`src/rtl/mips_pkg.sv`:
```
`default_nettype none
// +----------------------------------------------------------------------+
// | Module : mips_pkg                                                    |
// | Brief  : Shared types and constants for the MIPS pipeline MEM stage: |
// |          access FSM state encoding, datapath widths and the default  |
// |          data-memory base address.                                   |
// | Rev    : 1.0  initial release                                        |
// +----------------------------------------------------------------------+
package mips_pkg;

    localparam int XLEN   = 32;
    localparam int DEST_W = 5;

    // Byte address at which the data memory window starts.
    localparam logic [XLEN-1:0] BASE_ADDR_DEFAULT = 32'd1024;

    typedef enum logic [0:0] {
        ST_IDLE = 1'b0,
        ST_BUSY = 1'b1
    } state_e;

endpackage : mips_pkg
`default_nettype wire

```
`src/rtl/mem_stage_reg.sv`:
```
`default_nettype none
// +----------------------------------------------------------------------+
// | Module : mem_stage_reg                                               |
// | Brief  : MEM/WB pipeline register. freeze inserts a bubble (wb_en=0) |
// |          and holds the remaining fields; mem_data has its own load   |
// |          strobe because it only changes when a memory access ends.   |
// | Ports  : clk, rst (sync, active-high), freeze, data_load, data_in,   |
// |          *_in fields from EXE/MEM, registered MEM/WB outputs.        |
// | Rev    : 1.0  initial release                                        |
// +----------------------------------------------------------------------+
module mem_stage_reg
    import mips_pkg::*;
(
    input  logic              clk,
    input  logic              rst,
    input  logic              freeze,
    input  logic              data_load,
    input  logic [XLEN-1:0]   data_in,
    input  logic              wb_en_in,
    input  logic              mem_r_en_in,
    input  logic [XLEN-1:0]   alu_result_in,
    input  logic [DEST_W-1:0] dest_in,
    output logic              wb_en,
    output logic              mem_r_en,
    output logic [XLEN-1:0]   alu_result,
    output logic [XLEN-1:0]   mem_data,
    output logic [DEST_W-1:0] dest
);

    logic              wb_en_q,      wb_en_d;
    logic              mem_r_en_q,   mem_r_en_d;
    logic [XLEN-1:0]   alu_result_q, alu_result_d;
    logic [XLEN-1:0]   mem_data_q,   mem_data_d;
    logic [DEST_W-1:0] dest_q,       dest_d;

    always_comb begin
        wb_en_d      = wb_en_q;
        mem_r_en_d   = mem_r_en_q;
        alu_result_d = alu_result_q;
        mem_data_d   = mem_data_q;
        dest_d       = dest_q;

        if (freeze) begin
            // Stalled instruction must not retire twice: emit a bubble.
            wb_en_d = 1'b0;
        end else begin
            wb_en_d      = wb_en_in;
            mem_r_en_d   = mem_r_en_in;
            alu_result_d = alu_result_in;
            dest_d       = dest_in;
        end

        if (data_load) begin
            mem_data_d = data_in;
        end
    end

    always_ff @(posedge clk) begin
        if (rst) begin
            wb_en_q      <= 1'b0;
            mem_r_en_q   <= 1'b0;
            alu_result_q <= '0;
            mem_data_q   <= '0;
            dest_q       <= '0;
        end else begin
            wb_en_q      <= wb_en_d;
            mem_r_en_q   <= mem_r_en_d;
            alu_result_q <= alu_result_d;
            mem_data_q   <= mem_data_d;
            dest_q       <= dest_d;
        end
    end

    assign wb_en      = wb_en_q;
    assign mem_r_en   = mem_r_en_q;
    assign alu_result = alu_result_q;
    assign mem_data   = mem_data_q;
    assign dest       = dest_q;

endmodule : mem_stage_reg
`default_nettype wire

```
`src/rtl/mem_stage_access_ctrl.sv`:
```
`default_nettype none
// +----------------------------------------------------------------------+
// | Module : mem_stage_access_ctrl                                       |
// | Brief  : MEM stage of the 5-stage MIPS pipeline. Issues req/ack      |
// |          accesses to a multi-cycle data memory, stalls upstream with |
// |          freeze while an access is outstanding, aborts accesses that |
// |          exceed TIMEOUT cycles (sticky err) and holds the MEM/WB     |
// |          pipeline register.                                          |
// | Ports  : clk, rst (sync, active-high); EXE/MEM inputs *_in;          |
// |          memory port mem_req/mem_we/mem_addr/mem_wdata/mem_rdata/    |
// |          mem_ack; freeze; MEM/WB outputs wb_en/mem_r_en/alu_result/  |
// |          mem_data/dest; err.                                         |
// | Rev    : 1.0  initial release                                        |
// +----------------------------------------------------------------------+
module mem_stage_access_ctrl
    import mips_pkg::*;
#(
    parameter logic [XLEN-1:0] BASE_ADDR = BASE_ADDR_DEFAULT,
    parameter int              ADDR_W    = 16,
    parameter int              TIMEOUT   = 64
) (
    input  logic              clk,
    input  logic              rst,
    input  logic              wb_en_in,
    input  logic              mem_r_en_in,
    input  logic              mem_w_en_in,
    input  logic [XLEN-1:0]   alu_result_in,
    input  logic [XLEN-1:0]   st_val_in,
    input  logic [DEST_W-1:0] dest_in,
    output logic              mem_req,
    output logic              mem_we,
    output logic [ADDR_W-1:0] mem_addr,
    output logic [XLEN-1:0]   mem_wdata,
    input  logic [XLEN-1:0]   mem_rdata,
    input  logic              mem_ack,
    output logic              freeze,
    output logic              wb_en,
    output logic              mem_r_en,
    output logic [XLEN-1:0]   alu_result,
    output logic [XLEN-1:0]   mem_data,
    output logic [DEST_W-1:0] dest,
    output logic              err
);

    // One spare bit so TIMEOUT=1 still yields a legal counter width.
    localparam int              CNT_W      = $clog2(TIMEOUT + 1);
    localparam logic [CNT_W-1:0] CNT_LAST  = CNT_W'(TIMEOUT - 1);

    state_e           state_q, state_d;
    logic [CNT_W-1:0] cnt_q,   cnt_d;
    logic             err_q,   err_d;

    logic             access;
    logic             is_busy;
    logic             timeout_hit;
    logic             data_load;
    logic [XLEN-1:0]  data_in;
    logic [XLEN-1:0]  addr_off;
    logic             unused_addr_bits;

    assign access  = mem_r_en_in | mem_w_en_in;
    assign is_busy = (state_q == ST_BUSY);

    // An ack in the final allowed cycle wins over the abort.
    assign timeout_hit = is_busy & ~mem_ack & (cnt_q == CNT_LAST);

    // Byte offset into the memory window, converted to a word address.
    // Underflow below BASE_ADDR simply wraps.
    assign addr_off         = alu_result_in - BASE_ADDR;
    assign mem_addr         = addr_off[ADDR_W+1:2];
    assign unused_addr_bits = ^addr_off;

    // The memory port is driven straight from EXE/MEM; freeze keeps
    // those inputs stable for the whole access.
    assign mem_req   = is_busy | access;
    assign mem_we    = mem_w_en_in;
    assign mem_wdata = st_val_in;

    assign freeze = (~is_busy & access) | (is_busy & ~mem_ack & ~timeout_hit);

    // Reads capture the returned word; a read+write pair behaves as a
    // write and clears mem_data; an abort also clears it.
    assign data_load = (is_busy & mem_ack & mem_r_en_in) | timeout_hit;
    assign data_in   = (timeout_hit | mem_w_en_in) ? '0 : mem_rdata;

    always_comb begin
        state_d = state_q;
        cnt_d   = cnt_q;
        err_d   = err_q | timeout_hit;

        case (state_q)
            ST_IDLE: begin
                // Counter parked at zero so it starts clean on BUSY entry.
                cnt_d = '0;
                if (access) begin
                    state_d = ST_BUSY;
                end
            end
            ST_BUSY: begin
                cnt_d = cnt_q + CNT_W'(1);
                if (mem_ack || timeout_hit) begin
                    state_d = ST_IDLE;
                end
            end
            default: begin
                state_d = ST_IDLE;
                cnt_d   = '0;
            end
        endcase
    end

    always_ff @(posedge clk) begin
        if (rst) begin
            state_q <= ST_IDLE;
            cnt_q   <= '0;
            err_q   <= 1'b0;
        end else begin
            state_q <= state_d;
            cnt_q   <= cnt_d;
            err_q   <= err_d;
        end
    end

    assign err = err_q;

    mem_stage_reg u_mem_stage_reg (
        .clk           (clk),
        .rst           (rst),
        .freeze        (freeze),
        .data_load     (data_load),
        .data_in       (data_in),
        .wb_en_in      (wb_en_in),
        .mem_r_en_in   (mem_r_en_in),
        .alu_result_in (alu_result_in),
        .dest_in       (dest_in),
        .wb_en         (wb_en),
        .mem_r_en      (mem_r_en),
        .alu_result    (alu_result),
        .mem_data      (mem_data),
        .dest          (dest)
    );

endmodule : mem_stage_access_ctrl
`default_nettype wire
```
`config.mk`:
```
export PLATFORM = sky130hd
export DESIGN_NAME = mem_stage_access_ctrl
export DESIGN_NICKNAME = d
export VERILOG_FILES = /design/src/rtl/mips_pkg.sv /design/src/rtl/mem_stage_reg.sv /design/src/rtl/mem_stage_access_ctrl.sv
export SDC_FILE = /design/constraint.sdc
export NUM_CORES = 1
export LEC_CHECK = 0
export CAP_MARGIN = 25
export CORE_MARGIN = 10
export CORE_UTILIZATION = 34
export DETAILED_ROUTE_END_ITERATION = 8
export PLACE_DENSITY = 0.83
export SLEW_MARGIN = 40
export SYNTH_ARGS = -nofsm -noshare
export SYNTH_HDL_FRONTEND = slang
export SYNTH_SLANG_ARGS = --single-unit
```
`constraint.sdc`:
```
create_clock -name clk -period 1.61 [get_ports clk]
set_input_delay 0.322 -clock clk [delete_from_list [all_inputs] [get_ports clk]]
set_output_delay 0.322 -clock clk [all_outputs]
set_load 0.05 [all_outputs]
```
==> impl_metrics.ini, run 1 <==
[setup_path]
path_buf_inv = 2
cp.depth = 5
reg2reg_from = cnt_q[1]
cp_data_required_time_ns = 1.29
rrSetupSlack_ns = 0
path_class = input port to output pin
startpoint = alu_result_in[12]
cp-start-kind = input port
crit_chain = buf_6 > or4_4 > nor4_4 > xor2_4 > buf_12
critPathArrivalTime_ns = 1.56
cp_max_fo = 2
crit_path_top_delay_cell = or4_4
reg2reg_depth = 7
crit_end = mem_addr[15]
r2r_end = u_mem_stage_reg.mem_data[17]
endpoint_kind = output pin
max_stage_delay_ns = 0.54
critPathTopFamily = simple AND/OR/NAND/NOR gates

[grt]
grt_pass1_vias = 3613
grt_max_degree = 55
grt_first_pass_wirelength_um = 18200
grt_util_all_layers = 0.136
grt_antenna_before_repair = 0
grt-ovfl-total = 0

[min_path]
min_path_type = input port to flop

[detailed_routing]
drtPass1Iterations = 4
drt_iter0_markers = 134
drc = 0
viasPerCell = 4.97
final_antenna_net_count = 0
wl_um = 12100
wire_per_inst_um = 17.1
num_vias = 3513

[logic_synthesis]
synth_top_flop_cell = dfxtp_1
synth.distinct_cells = 38
yosysWarnings = 0
async_flop_share = 0
synth_area_sq_um = 3920
synthesis.nets = 525
avgSynthCellArea_sq_um = 9.42
ys_seq_elements = 80
yosysSeqAreaShare = 0.409
syn-instance-count = 416
synth_enable_flop_cells = 0

[die]
io_pins = 230
start_util = 0.345
fp.dieW_um = 127
die_y_um = 127
die_area_sq_um = 16200
rows = 39
core_sq_um = 11400

[final_layout]
fillers = 955
multiInputGateArea_sq_um = 2040
final_layout_size_suffix_gt1_frac = 0.349
areaGrowthSynthToFinish_pct = 59.4
mostFrequentLayoutCells = buf_4, dfxtp_1, nand2b_1
layout_commonest_cell = buf_4
finalNetCount = 668
stdcell_count = 707
seq_area_sq_um = 1610
n_antenna_cell = 0
fin_area_sq_um = 6240

[power_and_ir_drop]
p_sw_mw = 1.69
swShare = 0.286
internal_power_mw = 4.22
p_leak_nw = 2.61
finalPower_mw = 5.91
pwr-share-comb = 0.244
seqPwrFrac = 0.359
ir_drop_mv = 0.605
power.density_nw_per_um2 = 947
clkPwrFrac = 0.397

[run_status]
violations = setup timing
run_status = finished, violations left

[sta]
fin_ws_ns = -0.272
tightest_slew_ns = 0.436
rsz0062_at_grt = yes
post-route-period-util = 1.17
setup_viol = 11
hold_violations = 0
slew_headroom = 0.709
maxSlewViolCount = 0
holdWs_ns = 0.389
fin_crit_ns = 1.88
fmax_mhz = 531
skew_ns = 0.00466

[place]
routabilityCongestion = 0.784
placed_area_sq_um = 5570
post-place-cells = 681
dpl_worst_slack_ns = -0.647
port_buffers = 165
dpl.hpwl_um = 8700

[clock_tree]
clockBufferDepth = 2
numCtsBuffers = 9
cts.clk_slew.worst_paths_ns = 0.06
cts.sinks = 80
htree_levels = 3
cts_tree = yes
insertion_delay_ns = 0.34
postCtsHoldBufs = 0
cts_root_buf = clkbuf_16

[flow_run]
maxCapViolCount = 0
==> worst reg2reg max path, stage by stage, from the launching register on <==
cell       delay [ns]
dfxtp_2          0.35
ha_4             0.15
nand3_4          0.08
buf_6            0.14
o41ai_4          0.33
buf_6            0.19
clkbuf_16        0.18
a211oi_2         0.07
==> cell usage after synthesis, types with 3 or more instances <==
| library cell | instances | share of area |
|---|---|---|
| inv_1 | 7 | 0.0067 |
| xor2_1 | 7 | 0.016 |
| clkbuf_1 | 13 | 0.012 |
| nor2_1 | 8 | 0.0077 |
| nand2_1 | 5 | 0.0048 |
| dfxtp_1 | 80 | 0.41 |
| a211oi_1 | 32 | 0.061 |
| buf_12 | 3 | 0.015 |
| a21oi_1 | 68 | 0.087 |
| mux2i_1 | 37 | 0.095 |
| buf_2 | 4 | 0.0051 |
| buf_4 | 48 | 0.092 |
| nand2b_1 | 74 | 0.12 |
==> worst min path at each step <==
stage,start,end,slack (ns),cells past startpoint
after global routing,alu_result_in[15],u_mem_stage_reg.alu_result[15],0.41,4
after floorplan,cnt_q[0],cnt_q[0],0.42,1
after detailed placement,err,err,0.46,2
final,alu_result_in[15],u_mem_stage_reg.alu_result[15],0.39,4
after global placement,err,err,0.45,2
after CTS,alu_result_in[15],u_mem_stage_reg.alu_result[15],0.38,4
==> per-layer routing <==
| metal | GRT usage | wire [um] | up-vias | share of wire |
|---|---|---|---|---|
| li1 | - | - | 1677 | - |
| met5 | 0 | 0 | - | 0 |
| met2 | 0.212 | 5680 | 168 | 0.47 |
| met4 | 0.0610 | 293 | 0 | 0.024 |
| met3 | 0.0864 | 1630 | 33 | 0.14 |
| met1 | 0.142 | 4470 | 1635 | 0.37 |
==> flip-flops by register name (all words and copies together) (netlist names) <==
signal and cells:
cnt_q 7, err 1, is_busy 1, u_mem_stage_reg.alu_result 32
u_mem_stage_reg.dest 5, u_mem_stage_reg.mem_data 32, u_mem_stage_reg.mem_r_en 1, u_mem_stage_reg.wb_en 1
==> power by group through the flow <==
stage / sequential (mW) / combinational, mW / clock (mW)
2_1_floorplan: 2.44 / 0.719 / 0
3_3_place_gp: 2.16 / 1.33 / 0
3_5_place_dp: 2.16 / 1.35 / 0
4_1_cts: 2.12 / 1.39 / 2.41
5_1_grt: 2.13 / 1.53 / 2.49
6_report: 2.12 / 1.45 / 2.35
==> through the flow <==
step | utilization | TNS, ns
after CTS | 0.528 | -0.833
after global routing | 0.549 | -1.65
after global placement | 0.490 | -21.15
after detailed placement | 0.490 | -24.01
final | 0.549 | -0.651
after floorplan | - | -0.467
==> cell families after synthesis <==
kind of cell,share of synthesized area
DFF,0.409
and+or+nand+nor,0.165
xor gates and xnor gates,0.0201
muxes,0.0945
buffers and inverters,0.139
AOI/OAI and AO/OA,0.166
adders and majority gates,0.00638
==> layout make-up <==
| class | instances | share of cell area |
|---|---|---|
| well taps | 143 | 0.0287 |
| inverters | 7 | 0.00481 |
| flip-flops and latches | 80 | 0.257 |
| multi-input cells | 258 | 0.327 |
| repair buffers | 203 | 0.327 |
| clock inverters | 7 | 0.0192 |
| clock buffers | 9 | 0.0361 |
==> timing repair <==
item                                    4_1_cts  5_1_grt
gates resized for setup                      45       30
pin swaps                                     7        8
gates cloned                                  1        3
buffers inserted                              3        5
endpoints found under the setup margin       12       38
Note: power is estimated with default switching activity, not from simulation.
==> run 2: changes to the inputs <==
Settings changed: ABC_AREA set to 1, CORE_UTILIZATION 34 to 32, PLACE_DENSITY 0.83 to not set, PLACE_DENSITY_LB_ADDON set to 0.1, TNS_END_PERCENT set to 10.
==> run 2 against run 1 <==
The flow still finishes with violations (setup timing). Critical endpoint is now freeze. Critical path depth increased by 2. Combinational power down 10%. Via count is 4.5% lower. Wire length fell by 3.7%. Final area decreased by 13%. Setup slack improved by 0.17 ns. Fmax increased by 9.9%. Synthesized cell count grew 2.9%. Utilization is 2.7 points lower. Sequential share of layout area increased by 3.7 points.
==> impl_metrics.ini, run 2 <==
[run_status]
run_status = finished, violations left
violations = setup timing

[sta]
maxSlewViolCount = 0
slew_headroom = 0.722
fin_crit_ns = 1.71
post-route-period-util = 1.06
setup_tns_ns = -0.153
skew_ns = 0.0103
setup_viol = 2
rsz0062_at_grt = yes
tightest_slew_ns = 0.417
fmax_mhz = 584
fin_ws_ns = -0.103
hold_violations = 0

[logic_synthesis]
synth_area_sq_um = 3450
synth.distinct_cells = 27
ys_seq_elements = 80
synth.area.top_cells = dfxtp_1, nand3_1, buf_4
syn-instance-count = 428
synthTopCellsByCount = dfxtp_1, nand2_1, nand3_1
synth_enable_flop_cells = 0
yosysWarnings = 0
async_flop_share = 0
yosysSeqAreaShare = 0.464
synthesis.nets = 537
yosysTopAreaCell = dfxtp_1
yosysTopAreaCellShare = 0.464
avgSynthCellArea_sq_um = 8.07
synth_top_flop_cell = dfxtp_1
yosys.cell_count.top_type = dfxtp_1

[power_and_ir_drop]
pwr-share-comb = 0.249
clkPwrFrac = 0.345
internal_power_mw = 3.66
ir_drop_mv = 0.473
p_leak_nw = 2.38
seqPwrFrac = 0.406
finalPower_mw = 5.23
power.density_nw_per_um2 = 961
swShare = 0.300
p_sw_mw = 1.57

[setup_path]
startpoint = cnt_q[1]
cp_data_required_time_ns = 1.29
reg2reg_from = cnt_q[1]
rrSetupSlack_ns = 0.11
endpoint_kind = output pin
cp-start-kind = flop
cp_max_fo = 3
path_class = flop to output pin
r2r_end = u_mem_stage_reg.dest[2]
critPathArrivalTime_ns = 1.39
reg2reg_depth = 8
crit_end = freeze

[clock_tree]
htree_levels = 3
cts_root_buf = clkbuf_8
clockBufferDepth = 2
cts.sinks = 80
insertion_delay_ns = 0.35
cts.clk_slew.worst_paths_ns = 0.08
cts_tree = yes
numCtsBuffers = 9
postCtsHoldBufs = 0

[grt]
grt_antenna_before_repair = 0
grt_max_degree = 49
grt_first_pass_wirelength_um = 17900
grt_util_all_layers = 0.145
grt_pass1_vias = 3303
grt-ovfl-total = 0

[final_layout]
mostFrequentLayoutCells = buf_4, dfxtp_1, nand2_1
areaGrowthSynthToFinish_pct = 57.6
finalNetCount = 670
fin_area_sq_um = 5440
n_antenna_cell = 0
fillers = 989
layout_commonest_cell = buf_4
final_layout_size_suffix_gt1_frac = 0.306

[detailed_routing]
final_antenna_net_count = 0
wire_per_inst_um = 16.6
num_vias = 3354
viasPerCell = 4.78
drt_iter0_markers = 166
wl_um = 11600
drtPass1Iterations = 5
drc = 0

[place]
routabilityCongestion = 0.734
dpl_worst_slack_ns = -0.443
dpl.hpwl_um = 8680
placed_area_sq_um = 5090
port_buffers = 165

[min_path]
min_path_type = input port to flop

[die]
die_y_um = 124
rows = 37
die_area_sq_um = 15300
fp.dieW_um = 124
io_pins = 230
start_util = 0.332
core_sq_um = 10400

[flow_run]
maxCapViolCount = 0
-- run 2: changes by cell type after synthesis, moves of 5 or more --
cell | before | now
buf_4 | 48 | 41
clkbuf_1 | 13 | 7
nand4_1 | 0 | 39
nand2b_1 | 74 | 0
mux2i_1 | 37 | 0
xor2_1 | 7 | 2
nand3_1 | 1 | 74
a211oi_1 | 32 | 0
nand2_1 | 5 | 78
buf_2 | 4 | 21
a21oi_1 | 68 | 38
-- run 2: repair_timing --
action	4_1_cts	5_1_grt
endpoints found under the hold margin	0	0
gates resized for setup	40	4
endpoints found under the setup margin	9	9
setup buffers	2	2
pin swaps	7	3
-- run 2: cells by family after synthesis --
| family | after synthesis | share of synthesized area |
|---|---|---|
| buffers and inverters | 85 | 0.152 |
| adder cells (fa/ha/maj) | 2 | 0.00725 |
| XOR/XNOR | 6 | 0.0152 |
| AND/OR/NAND/NOR | 214 | 0.300 |
| AO/OA/AOI/OAI | 41 | 0.0612 |
| flip-flops | 80 | 0.464 |
-- run 2: worst max-delay path, cell delays in order (launching register included) --
cell and delay [ns]:
dfxtp_2 0.37, ha_4 0.15, nand2_4 0.06, nor2_4 0.09, nand2_2 0.08, nand2_4 0.07
nand2_4 0.07, buf_8 0.16
-- run 2: worst min path at each step --
stage                 startpoint  slack (ns)                              to  depth (start not counted)
2_1_floorplan           cnt_q[0]        0.42                        cnt_q[0]                          1
3_3_place_gp                 err        0.44                             err                          2
3_5_place_dp                 err        0.44                             err                          2
4_1_cts        alu_result_in[10]        0.25  u_mem_stage_reg.alu_result[10]                          3
5_1_grt        alu_result_in[10]        0.27  u_mem_stage_reg.alu_result[10]                          3
6_report       alu_result_in[10]        0.26  u_mem_stage_reg.alu_result[10]                          3
-- run 2: layer usage --
layer	wire, um	track usage	vias up
met5	0	0	-
met4	80	0.0444	0
met3	1480	0.0787	16
met2	5390	0.225	125
met1	4670	0.169	1539
li1	-	-	1674
-- run 2: area by class of cell --
type / count / area (sq um) / area share
Timing Repair Buffer: 196 / 1910 / 0.350
Sequential cell: 80 / 1610 / 0.295
Inverter: 11 / 45.0 / 0.00827
Multi-Input combinational cell: 263 / 1470 / 0.270
Clock inverter: 5 / 104 / 0.0191
Tap cell: 136 / 170 / 0.0313
Clock buffer: 11 / 141 / 0.0260
-- run 2: power groups by stage --
stage / Clock [mW] / Combinational, mW / Sequential (mW)
floorplan: 0 / 0.606 / 2.48
global placement: 0 / 1.29 / 2.16
detailed placement: 0 / 1.29 / 2.17
CTS: 1.87 / 1.31 / 2.13
global route: 1.96 / 1.38 / 2.14
finish: 1.80 / 1.30 / 2.13
-- run 2: per-stage QoR --
stage,hold slack (ns),util,cells
CTS,0.253,0.520,700
global route,0.266,0.523,702
global placement,0.439,0.489,682
floorplan,0.418,-,428
finish,0.264,0.523,702
detailed placement,0.445,0.489,682
